--- config.mk ---
export PLATFORM = sky130hd
export DESIGN_NAME = reorder_buffer_flat
export DESIGN_NICKNAME = d
export VERILOG_FILES = /design/src/rtl/reorder_buffer_if.sv /design/src/rtl/reorder_buffer.sv /design/src/flat_wrapper.sv
export SDC_FILE = /design/constraint.sdc
export NUM_CORES = 2
export LEC_CHECK = 0
export CAP_MARGIN = 20
export CORE_MARGIN = 3
export CORE_UTILIZATION = 25
export CTS_BUF_LIST = sky130_fd_sc_hd__clkbuf_16
export DETAILED_ROUTE_END_ITERATION = 8
export HOLD_SLACK_MARGIN = 0.1
export PLACE_DENSITY = 0.45
export SKIP_CTS_REPAIR_TIMING = 1
export SYNTH_ARGS = -nofsm -noshare
export SYNTH_HDL_FRONTEND = slang
export SYNTH_SLANG_ARGS = --single-unit
--- constraint.sdc ---
create_clock -name clk -period 8.3 [get_ports clk]
set_input_delay 1.245 -clock clk [delete_from_list [all_inputs] [get_ports clk]]
set_output_delay 1.245 -clock clk [all_outputs]
set_load 0.005 [all_outputs]
--- src/rtl/reorder_buffer_if.sv ---
// Issue, writeback, operand-query, commit and roll-back signals of the reorder buffer.
// slave is the reorder buffer itself; master is the surrounding core.
interface reorder_buffer_if #(
  parameter int ROB_ID_WIDTH = 4,
  parameter int DATA_WIDTH   = 32
);
  logic                    ID_issue_valid;
  logic [1:0]              ID_type;
  logic [4:0]              ID_rd;
  logic [DATA_WIDTH-1:0]   ID_pc;
  logic                    ID_pred_taken;
  logic                    ROB_full;
  logic [ROB_ID_WIDTH-1:0] ROB_rd_ROB_id;

  logic                    ALU_valid;
  logic [ROB_ID_WIDTH-1:0] ALU_ROB_id;
  logic [DATA_WIDTH-1:0]   ALU_value;
  logic                    ALU_taken;
  logic [DATA_WIDTH-1:0]   ALU_target_pc;
  logic                    LSB_valid;
  logic [ROB_ID_WIDTH-1:0] LSB_ROB_id;
  logic [DATA_WIDTH-1:0]   LSB_value;

  logic [ROB_ID_WIDTH-1:0] Q1_ROB_id;
  logic [ROB_ID_WIDTH-1:0] Q2_ROB_id;
  logic                    Q1_ready;
  logic                    Q2_ready;
  logic [DATA_WIDTH-1:0]   Q1_value;
  logic [DATA_WIDTH-1:0]   Q2_value;

  logic                    ROB_input_valid;
  logic [4:0]              ROB_rd;
  logic [DATA_WIDTH-1:0]   ROB_value;
  logic [ROB_ID_WIDTH-1:0] ROB_commit_ROB_id;
  logic                    ROB_store_commit_flag;
  logic [ROB_ID_WIDTH-1:0] ROB_store_ROB_id;
  logic                    ROB_roll_back_flag;
  logic [DATA_WIDTH-1:0]   ROB_roll_back_pc;

  modport master (
    output ID_issue_valid, ID_type, ID_rd, ID_pc, ID_pred_taken,
    output ALU_valid, ALU_ROB_id, ALU_value, ALU_taken, ALU_target_pc,
    output LSB_valid, LSB_ROB_id, LSB_value, Q1_ROB_id, Q2_ROB_id,
    input  ROB_full, ROB_rd_ROB_id, Q1_ready, Q2_ready, Q1_value, Q2_value,
    input  ROB_input_valid, ROB_rd, ROB_value, ROB_commit_ROB_id,
    input  ROB_store_commit_flag, ROB_store_ROB_id, ROB_roll_back_flag, ROB_roll_back_pc
  );

  modport slave (
    input  ID_issue_valid, ID_type, ID_rd, ID_pc, ID_pred_taken,
    input  ALU_valid, ALU_ROB_id, ALU_value, ALU_taken, ALU_target_pc,
    input  LSB_valid, LSB_ROB_id, LSB_value, Q1_ROB_id, Q2_ROB_id,
    output ROB_full, ROB_rd_ROB_id, Q1_ready, Q2_ready, Q1_value, Q2_value,
    output ROB_input_valid, ROB_rd, ROB_value, ROB_commit_ROB_id,
    output ROB_store_commit_flag, ROB_store_ROB_id, ROB_roll_back_flag, ROB_roll_back_pc
  );
endinterface

--- src/rtl/reorder_buffer.sv ---
// Circular in-order commit queue: allocates ids at issue, collects ALU/LSB results,
// retires one entry per cycle and flushes everything on a mispredicted branch.
module reorder_buffer #(
  parameter int ROB_SIZE     = 16,
  parameter int ROB_ID_WIDTH = 4,
  parameter int DATA_WIDTH   = 32
) (
  input  logic            clk,
  input  logic            rst,
  input  logic            rdy,
  reorder_buffer_if.slave bus
);
  localparam logic [1:0] TYPE_STORE  = 2'b01;
  localparam logic [1:0] TYPE_BRANCH = 2'b10;

  logic [ROB_ID_WIDTH-1:0] head, tail;
  logic [ROB_ID_WIDTH:0]   count;
  logic [ROB_SIZE-1:0]     ent_valid, ent_ready;

  logic [1:0]              ent_type   [ROB_SIZE];
  logic [4:0]              ent_rd     [ROB_SIZE];
  logic [DATA_WIDTH-1:0]   ent_value  [ROB_SIZE];
  logic [DATA_WIDTH-1:0]   ent_pc     [ROB_SIZE];
  logic                    ent_pred   [ROB_SIZE];
  logic                    ent_taken  [ROB_SIZE];
  logic [DATA_WIDTH-1:0]   ent_target [ROB_SIZE];

  logic full, issue_en, alu_hit, lsb_hit, commit_en, mispredict;

  assign full      = (count == (ROB_ID_WIDTH+1)'(ROB_SIZE));
  assign issue_en  = bus.ID_issue_valid && !full && !bus.ROB_roll_back_flag;
  assign alu_hit   = bus.ALU_valid && !bus.ROB_roll_back_flag && ent_valid[bus.ALU_ROB_id];
  assign lsb_hit   = bus.LSB_valid && !bus.ROB_roll_back_flag && ent_valid[bus.LSB_ROB_id];
  assign commit_en = ent_valid[head] && ent_ready[head];
  assign mispredict = commit_en && (ent_type[head] == TYPE_BRANCH) &&
                      (ent_taken[head] != ent_pred[head]);

  assign bus.ROB_full      = full;
  assign bus.ROB_rd_ROB_id = tail;
  assign bus.Q1_ready      = ent_valid[bus.Q1_ROB_id] && ent_ready[bus.Q1_ROB_id];
  assign bus.Q2_ready      = ent_valid[bus.Q2_ROB_id] && ent_ready[bus.Q2_ROB_id];
  assign bus.Q1_value      = ent_value[bus.Q1_ROB_id];
  assign bus.Q2_value      = ent_value[bus.Q2_ROB_id];

  always_ff @(posedge clk) begin
    if (rst) begin
      head                      <= '0;
      tail                      <= '0;
      count                     <= '0;
      ent_valid                 <= '0;
      ent_ready                 <= '0;
      bus.ROB_input_valid       <= 1'b0;
      bus.ROB_rd                <= '0;
      bus.ROB_value             <= '0;
      bus.ROB_commit_ROB_id     <= '0;
      bus.ROB_store_commit_flag <= 1'b0;
      bus.ROB_store_ROB_id      <= '0;
      bus.ROB_roll_back_flag    <= 1'b0;
      bus.ROB_roll_back_pc      <= '0;
    end else if (!rdy) begin
      bus.ROB_input_valid       <= 1'b0;
      bus.ROB_store_commit_flag <= 1'b0;
      bus.ROB_roll_back_flag    <= 1'b0;
    end else begin
      bus.ROB_input_valid       <= 1'b0;
      bus.ROB_store_commit_flag <= 1'b0;
      bus.ROB_roll_back_flag    <= 1'b0;

      if (alu_hit) ent_ready[bus.ALU_ROB_id] <= 1'b1;
      if (lsb_hit) ent_ready[bus.LSB_ROB_id] <= 1'b1;

      if (issue_en) begin
        ent_valid[tail] <= 1'b1;
        ent_ready[tail] <= 1'b0;
        tail            <= tail + ROB_ID_WIDTH'(1);
      end

      if (commit_en) begin
        ent_valid[head] <= 1'b0;
        head            <= head + ROB_ID_WIDTH'(1);
        case (ent_type[head])
          TYPE_STORE: begin
            bus.ROB_store_commit_flag <= 1'b1;
            bus.ROB_store_ROB_id      <= head;
          end
          TYPE_BRANCH: begin
            if (mispredict) begin
              bus.ROB_roll_back_flag <= 1'b1;
              bus.ROB_roll_back_pc   <= ent_taken[head] ? ent_target[head]
                                                        : ent_pc[head] + DATA_WIDTH'(4);
            end
          end
          default: begin
            bus.ROB_input_valid   <= 1'b1;
            bus.ROB_rd            <= ent_rd[head];
            bus.ROB_value         <= ent_value[head];
            bus.ROB_commit_ROB_id <= head;
          end
        endcase
      end

      case ({issue_en, commit_en})
        2'b10:   count <= count + (ROB_ID_WIDTH+1)'(1);
        2'b01:   count <= count - (ROB_ID_WIDTH+1)'(1);
        default: count <= count;
      endcase

      // Flush overrides the issue/writeback/pop updates made above in the same edge.
      if (mispredict) begin
        ent_valid <= '0;
        ent_ready <= '0;
        head      <= '0;
        tail      <= '0;
        count     <= '0;
      end
    end
  end

  // Payload storage needs no reset: valid/ready gate every use of it.
  always_ff @(posedge clk) begin
    if (rdy) begin
      if (issue_en) begin
        ent_type[tail] <= bus.ID_type;
        ent_rd[tail]   <= bus.ID_rd;
        ent_pc[tail]   <= bus.ID_pc;
        ent_pred[tail] <= bus.ID_pred_taken;
      end
      if (alu_hit) begin
        ent_value[bus.ALU_ROB_id]  <= bus.ALU_value;
        ent_taken[bus.ALU_ROB_id]  <= bus.ALU_taken;
        ent_target[bus.ALU_ROB_id] <= bus.ALU_target_pc;
      end
      if (lsb_hit) ent_value[bus.LSB_ROB_id] <= bus.LSB_value;
    end
  end
endmodule
--- src/flat_wrapper.sv ---
// flat-port wrapper written by rule: the top's interface ports become plain ports
module reorder_buffer_flat 
#(
  parameter int ROB_SIZE     = 16,
  parameter int ROB_ID_WIDTH = 4,
  parameter int DATA_WIDTH   = 32
)
  (clk, rst, rdy, bus_ID_issue_valid, bus_ID_type, bus_ID_rd, bus_ID_pc, bus_ID_pred_taken, bus_ALU_valid, bus_ALU_ROB_id, bus_ALU_value, bus_ALU_taken, bus_ALU_target_pc, bus_LSB_valid, bus_LSB_ROB_id, bus_LSB_value, bus_Q1_ROB_id, bus_Q2_ROB_id, bus_ROB_full, bus_ROB_rd_ROB_id, bus_Q1_ready, bus_Q2_ready, bus_Q1_value, bus_Q2_value, bus_ROB_input_valid, bus_ROB_rd, bus_ROB_value, bus_ROB_commit_ROB_id, bus_ROB_store_commit_flag, bus_ROB_store_ROB_id, bus_ROB_roll_back_flag, bus_ROB_roll_back_pc);
  reorder_buffer_if #(.ROB_ID_WIDTH(ROB_ID_WIDTH), .DATA_WIDTH(DATA_WIDTH)) bus_i ();
  input  logic clk;
  input  logic rst;
  input  logic rdy;
  input wire logic [$bits(bus_i.ID_issue_valid)-1:0] bus_ID_issue_valid;
  input wire logic [$bits(bus_i.ID_type)-1:0] bus_ID_type;
  input wire logic [$bits(bus_i.ID_rd)-1:0] bus_ID_rd;
  input wire logic [$bits(bus_i.ID_pc)-1:0] bus_ID_pc;
  input wire logic [$bits(bus_i.ID_pred_taken)-1:0] bus_ID_pred_taken;
  input wire logic [$bits(bus_i.ALU_valid)-1:0] bus_ALU_valid;
  input wire logic [$bits(bus_i.ALU_ROB_id)-1:0] bus_ALU_ROB_id;
  input wire logic [$bits(bus_i.ALU_value)-1:0] bus_ALU_value;
  input wire logic [$bits(bus_i.ALU_taken)-1:0] bus_ALU_taken;
  input wire logic [$bits(bus_i.ALU_target_pc)-1:0] bus_ALU_target_pc;
  input wire logic [$bits(bus_i.LSB_valid)-1:0] bus_LSB_valid;
  input wire logic [$bits(bus_i.LSB_ROB_id)-1:0] bus_LSB_ROB_id;
  input wire logic [$bits(bus_i.LSB_value)-1:0] bus_LSB_value;
  input wire logic [$bits(bus_i.Q1_ROB_id)-1:0] bus_Q1_ROB_id;
  input wire logic [$bits(bus_i.Q2_ROB_id)-1:0] bus_Q2_ROB_id;
  output wire logic [$bits(bus_i.ROB_full)-1:0] bus_ROB_full;
  output wire logic [$bits(bus_i.ROB_rd_ROB_id)-1:0] bus_ROB_rd_ROB_id;
  output wire logic [$bits(bus_i.Q1_ready)-1:0] bus_Q1_ready;
  output wire logic [$bits(bus_i.Q2_ready)-1:0] bus_Q2_ready;
  output wire logic [$bits(bus_i.Q1_value)-1:0] bus_Q1_value;
  output wire logic [$bits(bus_i.Q2_value)-1:0] bus_Q2_value;
  output wire logic [$bits(bus_i.ROB_input_valid)-1:0] bus_ROB_input_valid;
  output wire logic [$bits(bus_i.ROB_rd)-1:0] bus_ROB_rd;
  output wire logic [$bits(bus_i.ROB_value)-1:0] bus_ROB_value;
  output wire logic [$bits(bus_i.ROB_commit_ROB_id)-1:0] bus_ROB_commit_ROB_id;
  output wire logic [$bits(bus_i.ROB_store_commit_flag)-1:0] bus_ROB_store_commit_flag;
  output wire logic [$bits(bus_i.ROB_store_ROB_id)-1:0] bus_ROB_store_ROB_id;
  output wire logic [$bits(bus_i.ROB_roll_back_flag)-1:0] bus_ROB_roll_back_flag;
  output wire logic [$bits(bus_i.ROB_roll_back_pc)-1:0] bus_ROB_roll_back_pc;
  assign bus_i.ID_issue_valid = bus_ID_issue_valid;
  assign bus_i.ID_type = bus_ID_type;
  assign bus_i.ID_rd = bus_ID_rd;
  assign bus_i.ID_pc = bus_ID_pc;
  assign bus_i.ID_pred_taken = bus_ID_pred_taken;
  assign bus_i.ALU_valid = bus_ALU_valid;
  assign bus_i.ALU_ROB_id = bus_ALU_ROB_id;
  assign bus_i.ALU_value = bus_ALU_value;
  assign bus_i.ALU_taken = bus_ALU_taken;
  assign bus_i.ALU_target_pc = bus_ALU_target_pc;
  assign bus_i.LSB_valid = bus_LSB_valid;
  assign bus_i.LSB_ROB_id = bus_LSB_ROB_id;
  assign bus_i.LSB_value = bus_LSB_value;
  assign bus_i.Q1_ROB_id = bus_Q1_ROB_id;
  assign bus_i.Q2_ROB_id = bus_Q2_ROB_id;
  assign bus_ROB_full = bus_i.ROB_full;
  assign bus_ROB_rd_ROB_id = bus_i.ROB_rd_ROB_id;
  assign bus_Q1_ready = bus_i.Q1_ready;
  assign bus_Q2_ready = bus_i.Q2_ready;
  assign bus_Q1_value = bus_i.Q1_value;
  assign bus_Q2_value = bus_i.Q2_value;
  assign bus_ROB_input_valid = bus_i.ROB_input_valid;
  assign bus_ROB_rd = bus_i.ROB_rd;
  assign bus_ROB_value = bus_i.ROB_value;
  assign bus_ROB_commit_ROB_id = bus_i.ROB_commit_ROB_id;
  assign bus_ROB_store_commit_flag = bus_i.ROB_store_commit_flag;
  assign bus_ROB_store_ROB_id = bus_i.ROB_store_ROB_id;
  assign bus_ROB_roll_back_flag = bus_i.ROB_roll_back_flag;
  assign bus_ROB_roll_back_pc = bus_i.ROB_roll_back_pc;
  reorder_buffer #(.ROB_SIZE(ROB_SIZE), .ROB_ID_WIDTH(ROB_ID_WIDTH), .DATA_WIDTH(DATA_WIDTH)) u_core (.clk(clk), .rst(rst), .rdy(rdy), .bus(bus_i));
endmodule
==> key figures <==
Logic synthesis
  • Syn_nets: approximately 4500
  • Post-synthesis xor/xnor area fraction: 0.001980
  • Share of the synthesized area in the top cell type: 0.6001
  • Synth async-reset ratio: 0
  • Post-Synth Adder-Cell Area: 0.002233
  • Synth area leader: edfxtp_1
  • Multiplexer area fraction after synthesis: 0.2980
  • Seq/Total Area, Yosys: 0.6308
  • Simple-Gate Fraction of Synth Area: 0.02562
  • Post-synthesis cell type count: 77
  • Synth Area in Compound Gates: 0.01947
  • Synthesized cell area: 84060 µm²
  • Mapped Cells: 4332
  • Top cells by area, synth: edfxtp_1 (60%), mux4_2 (22%), mux2_2 (6.8%), dfxtp_1 (3.1%), clkbuf_1 (1.0%)
  • Avg Inst Size Synth: between 15 and 20 µm²
  • Post-synth top flop: edfxtp_1
  • Post-synth EDFFs: 1680
  • YS warnings: 0
  • Largest family of logic cells by synthesized area: multiplexers
  • Register bit count reported by yosys: 1809

Critical path
  • Top fanout value on the critical path: 65
  • CP Data Required Time: ~7.1 ns
  • Worst setup path category: primary input to primary output
  • Arrival @ worst endpoint: roughly 4.2 ns
  • CP most frequent cell: mux4_2
  • R2r setup slk: around 3.6 ns
  • Critical-path cell list: buf_8 -> buf_4 -> mux4_2 -> mux4_2 -> clkdlybuf4s50_1
  • Crit-path max cell delay: around 0.59 ns
  • Critical path buffers and inverters: 3
  • Critical path launch point type: primary input
  • Critical-path top delay cell: buf_8
  • CP Capture Type: primary output
  • CP delay by family, top: buffers and inverters

Place
  • Worst slack, placed: roughly 2.7 ns
  • Detailed Place HPWL: between 150000 and 200000 µm
  • Placed Cells: between 8000 and 9000
  • IO Port Bufs: 309
  • Routability cong.: approximately 0.78

Route
  • Via-to-Cell Ratio: between 5 and 6
  • Routed wire length: a little under 300000 µm
  • Initial DRC count: between 4000 and 5000
  • Drt wl/cell: approximately 32 µm
  • Residual DRC: 0
  • First-pass DRT Iterations: 7
  • Via count: ~46000
  • ANT nets after route: 0

Final layout
  • Most common cell after layout, fill and taps aside: edfxtp_1
  • Layout area overhead: 18.14%
  • Fraction of layout instances using a drive strength above 1: 0.3826
  • Most frequent cells in the layout: edfxtp_1 (1680), mux4_2 (805), mux2_2 (506), clkdlybuf4s50_1 (300), clkbuf_16 (219)
  • Multi-input combinational cell area: ~30000 µm²
  • Post-route insts no fill: a little over 9000
  • Register area: ~53000 µm²
  • Fillcell total: around 33000
  • Nets: 4772

Floorplanning
  • Initial Util: 0.2515
  • Core box area: roughly 330000 µm²
  • Die area: about 340000 µm²
  • Die Ht: 585.9 µm
  • I/O pins: 310
  • Core Rows: between 200 and 250
  • Die Wd: just under 600 µm

Run
  • Max Cap Violations: 0

Power and ir drop
  • Pwr/cell area: approximately 200 nW/µm²
  • Worst VDD drop: between 0.2 and 0.25 mV
  • P_leak: ~29 nW

STA
  • Min Tclk post-route: 5.462 ns
  • Total negative slack: 0 ns
  • Final worst slack: 2.838 ns
  • Final period util: 0.6581
  • Slew Limit Fails: 0
  • Final Hold Fails: 0
  • Final setup fails: 0
  • Worst-Margin Slew: around 1.2 ns
  • RSZ-0062 raised after global routing: false
  • Slew margin rel.: 0.2248
  • Fmax: about 180 MHz
  • Clock skew: about 0.12 ns

Min path
  • Min-Delay Path Class: flop to flop

GRT
  • Global route total overflow: 0
  • Largest net degree at the start of global routing: 99
  • First-pass GRT wire length: 402900 µm
  • Vias in the first global route: roughly 48000
  • All-Layer GR Usage: 0.1666
  • Antenna violations before repair: around 50

Clock network
  • Clock transition at path regs: approximately 0.06 ns
  • CTS max path bufs: 4
  • Clk sinks: approximately 1800
  • CTS tree: built
  • Root Buffer: clkbuf_16
  • CTS buffer count: between 200 and 250
  • Worst-Skew Late Latency: about 0.94 ns
  • H-tree depth: 4

Run status
  • Outcome: finished, final reports clean
-- power breakdown --
| part | switching, mW | internal, mW |
|---|---|---|
| Sequential | 0.00647 | 9.97 |
| Clock | 3.91 | 5.35 |
| Combinational | 0.490 | 0.407 |
-- per-stage QoR --
step	utilization	hold slack, ns	cell area, µm²	power [mW]
global placement	0.2765	0.4461	92420	11.06
detailed placement	0.2766	0.4473	92440	11.08
finish	0.2972	0.4523	99320	20.14
floorplan	-	0.4407	84060	10.62
CTS	0.2970	0.4550	99270	20.43
global route	0.2971	0.4704	99300	20.82
-- per-layer routing --
metal | GRT usage | up-vias | routed length (µm) | part of all wire
met5 | 0 | - | 37 | 0.00013
met4 | 0.05376 | 8 | 9744 | 0.034
met3 | 0.02330 | 438 | 13310 | 0.046
met2 | 0.2738 | 1391 | 140900 | 0.48
met1 | 0.2267 | 25260 | 126700 | 0.44
li1 | - | 18856 | - | -
-- cell type report --
cell class,instances,area share
clock inverters,170,0.01364
repair buffers,422,0.04064
diodes,14,0.0003528
inverters,18,0.0007055
flip-flops and latches,1809,0.5342
well taps,4387,0.05527
clock buffers,219,0.05518
multi-input cells,2134,0.3000
-- cell families (layout without fill, tap and decap cells) --
group / after synthesis / count (layout)
simple gates: 460 / 460
xor+xnor: 19 / 19
mux: 1396 / 1396
fa+ha+maj: 15 / 15
other cells: 0 / 14
buf+inv: 389 / 829
compound gates: 244 / 244
flops: 1809 / 1809
-- registers in the layout, summed over array words and instances (netlist names), named ones only --
register,cells
u_core.ent_pc,512
u_core.ent_target,512
u_core.ent_value,512
u_core.ent_rd,80
u_core.bus.ROB_roll_back_pc,32
u_core.bus.ROB_value,32
u_core.ent_type,32
u_core.ent_pred,16
u_core.ent_ready,16
u_core.ent_taken,16
u_core.ent_valid,16
u_core.bus.ROB_rd,5
u_core.count,5
u_core.bus.ROB_commit_ROB_id,4
u_core.bus.ROB_rd_ROB_id,4
u_core.bus.ROB_store_ROB_id,4
u_core.head,4
u_core.bus.ROB_input_valid,1
u_core.bus.ROB_roll_back_flag,1
u_core.bus.ROB_store_commit_flag,1
-- synth_stat cells, types with 8 or more instances --
master / number
a21oi_1: 78
a221oi_1: 10
a221oi_2: 8
a22oi_1: 19
a31oi_1: 10
and2_1: 24
and3_1: 17
buf_1: 55
buf_12: 11
buf_2: 47
buf_4: 18
clkbuf_1: 231
dfxtp_1: 129
edfxtp_1: 1680
ha_1: 15
inv_1: 14
mux2_2: 506
mux2i_1: 55
mux4_1: 22
mux4_2: 805
nand2_1: 165
nand3_1: 23
nand4_1: 14
nor2_1: 126
nor2b_1: 9
nor3_1: 36
o21ai_0: 20
o21ai_1: 10
o22ai_1: 39
or3_1: 8
xnor2_1: 10
xor2_1: 9
-- final timing paths --
check                                                  to  cells after the start                                 start
max                                       bus_Q2_value[4]                      5                      bus_Q2_ROB_id[0]
min                  u_core.bus.ROB_value[6]$_SDFFE_PP0P_                      2  u_core.bus.ROB_value[6]$_SDFFE_PP0P_
max reg2reg  u_core.bus.ROB_roll_back_pc[18]$_SDFFE_PP0P_                      9                                  flop
min reg2reg          u_core.bus.ROB_value[6]$_SDFFE_PP0P_                      2  u_core.bus.ROB_value[6]$_SDFFE_PP0P_
-- tightest hold or removal path: cells and delay by family, from the launching register on --
family,cells,cell delay (ns)
DFF,1,0.31
and+or+nand+nor,1,0.05
AOI/OAI and AO/OA,1,0.05
No activity file was read; power rests on OpenSTA's default activity.
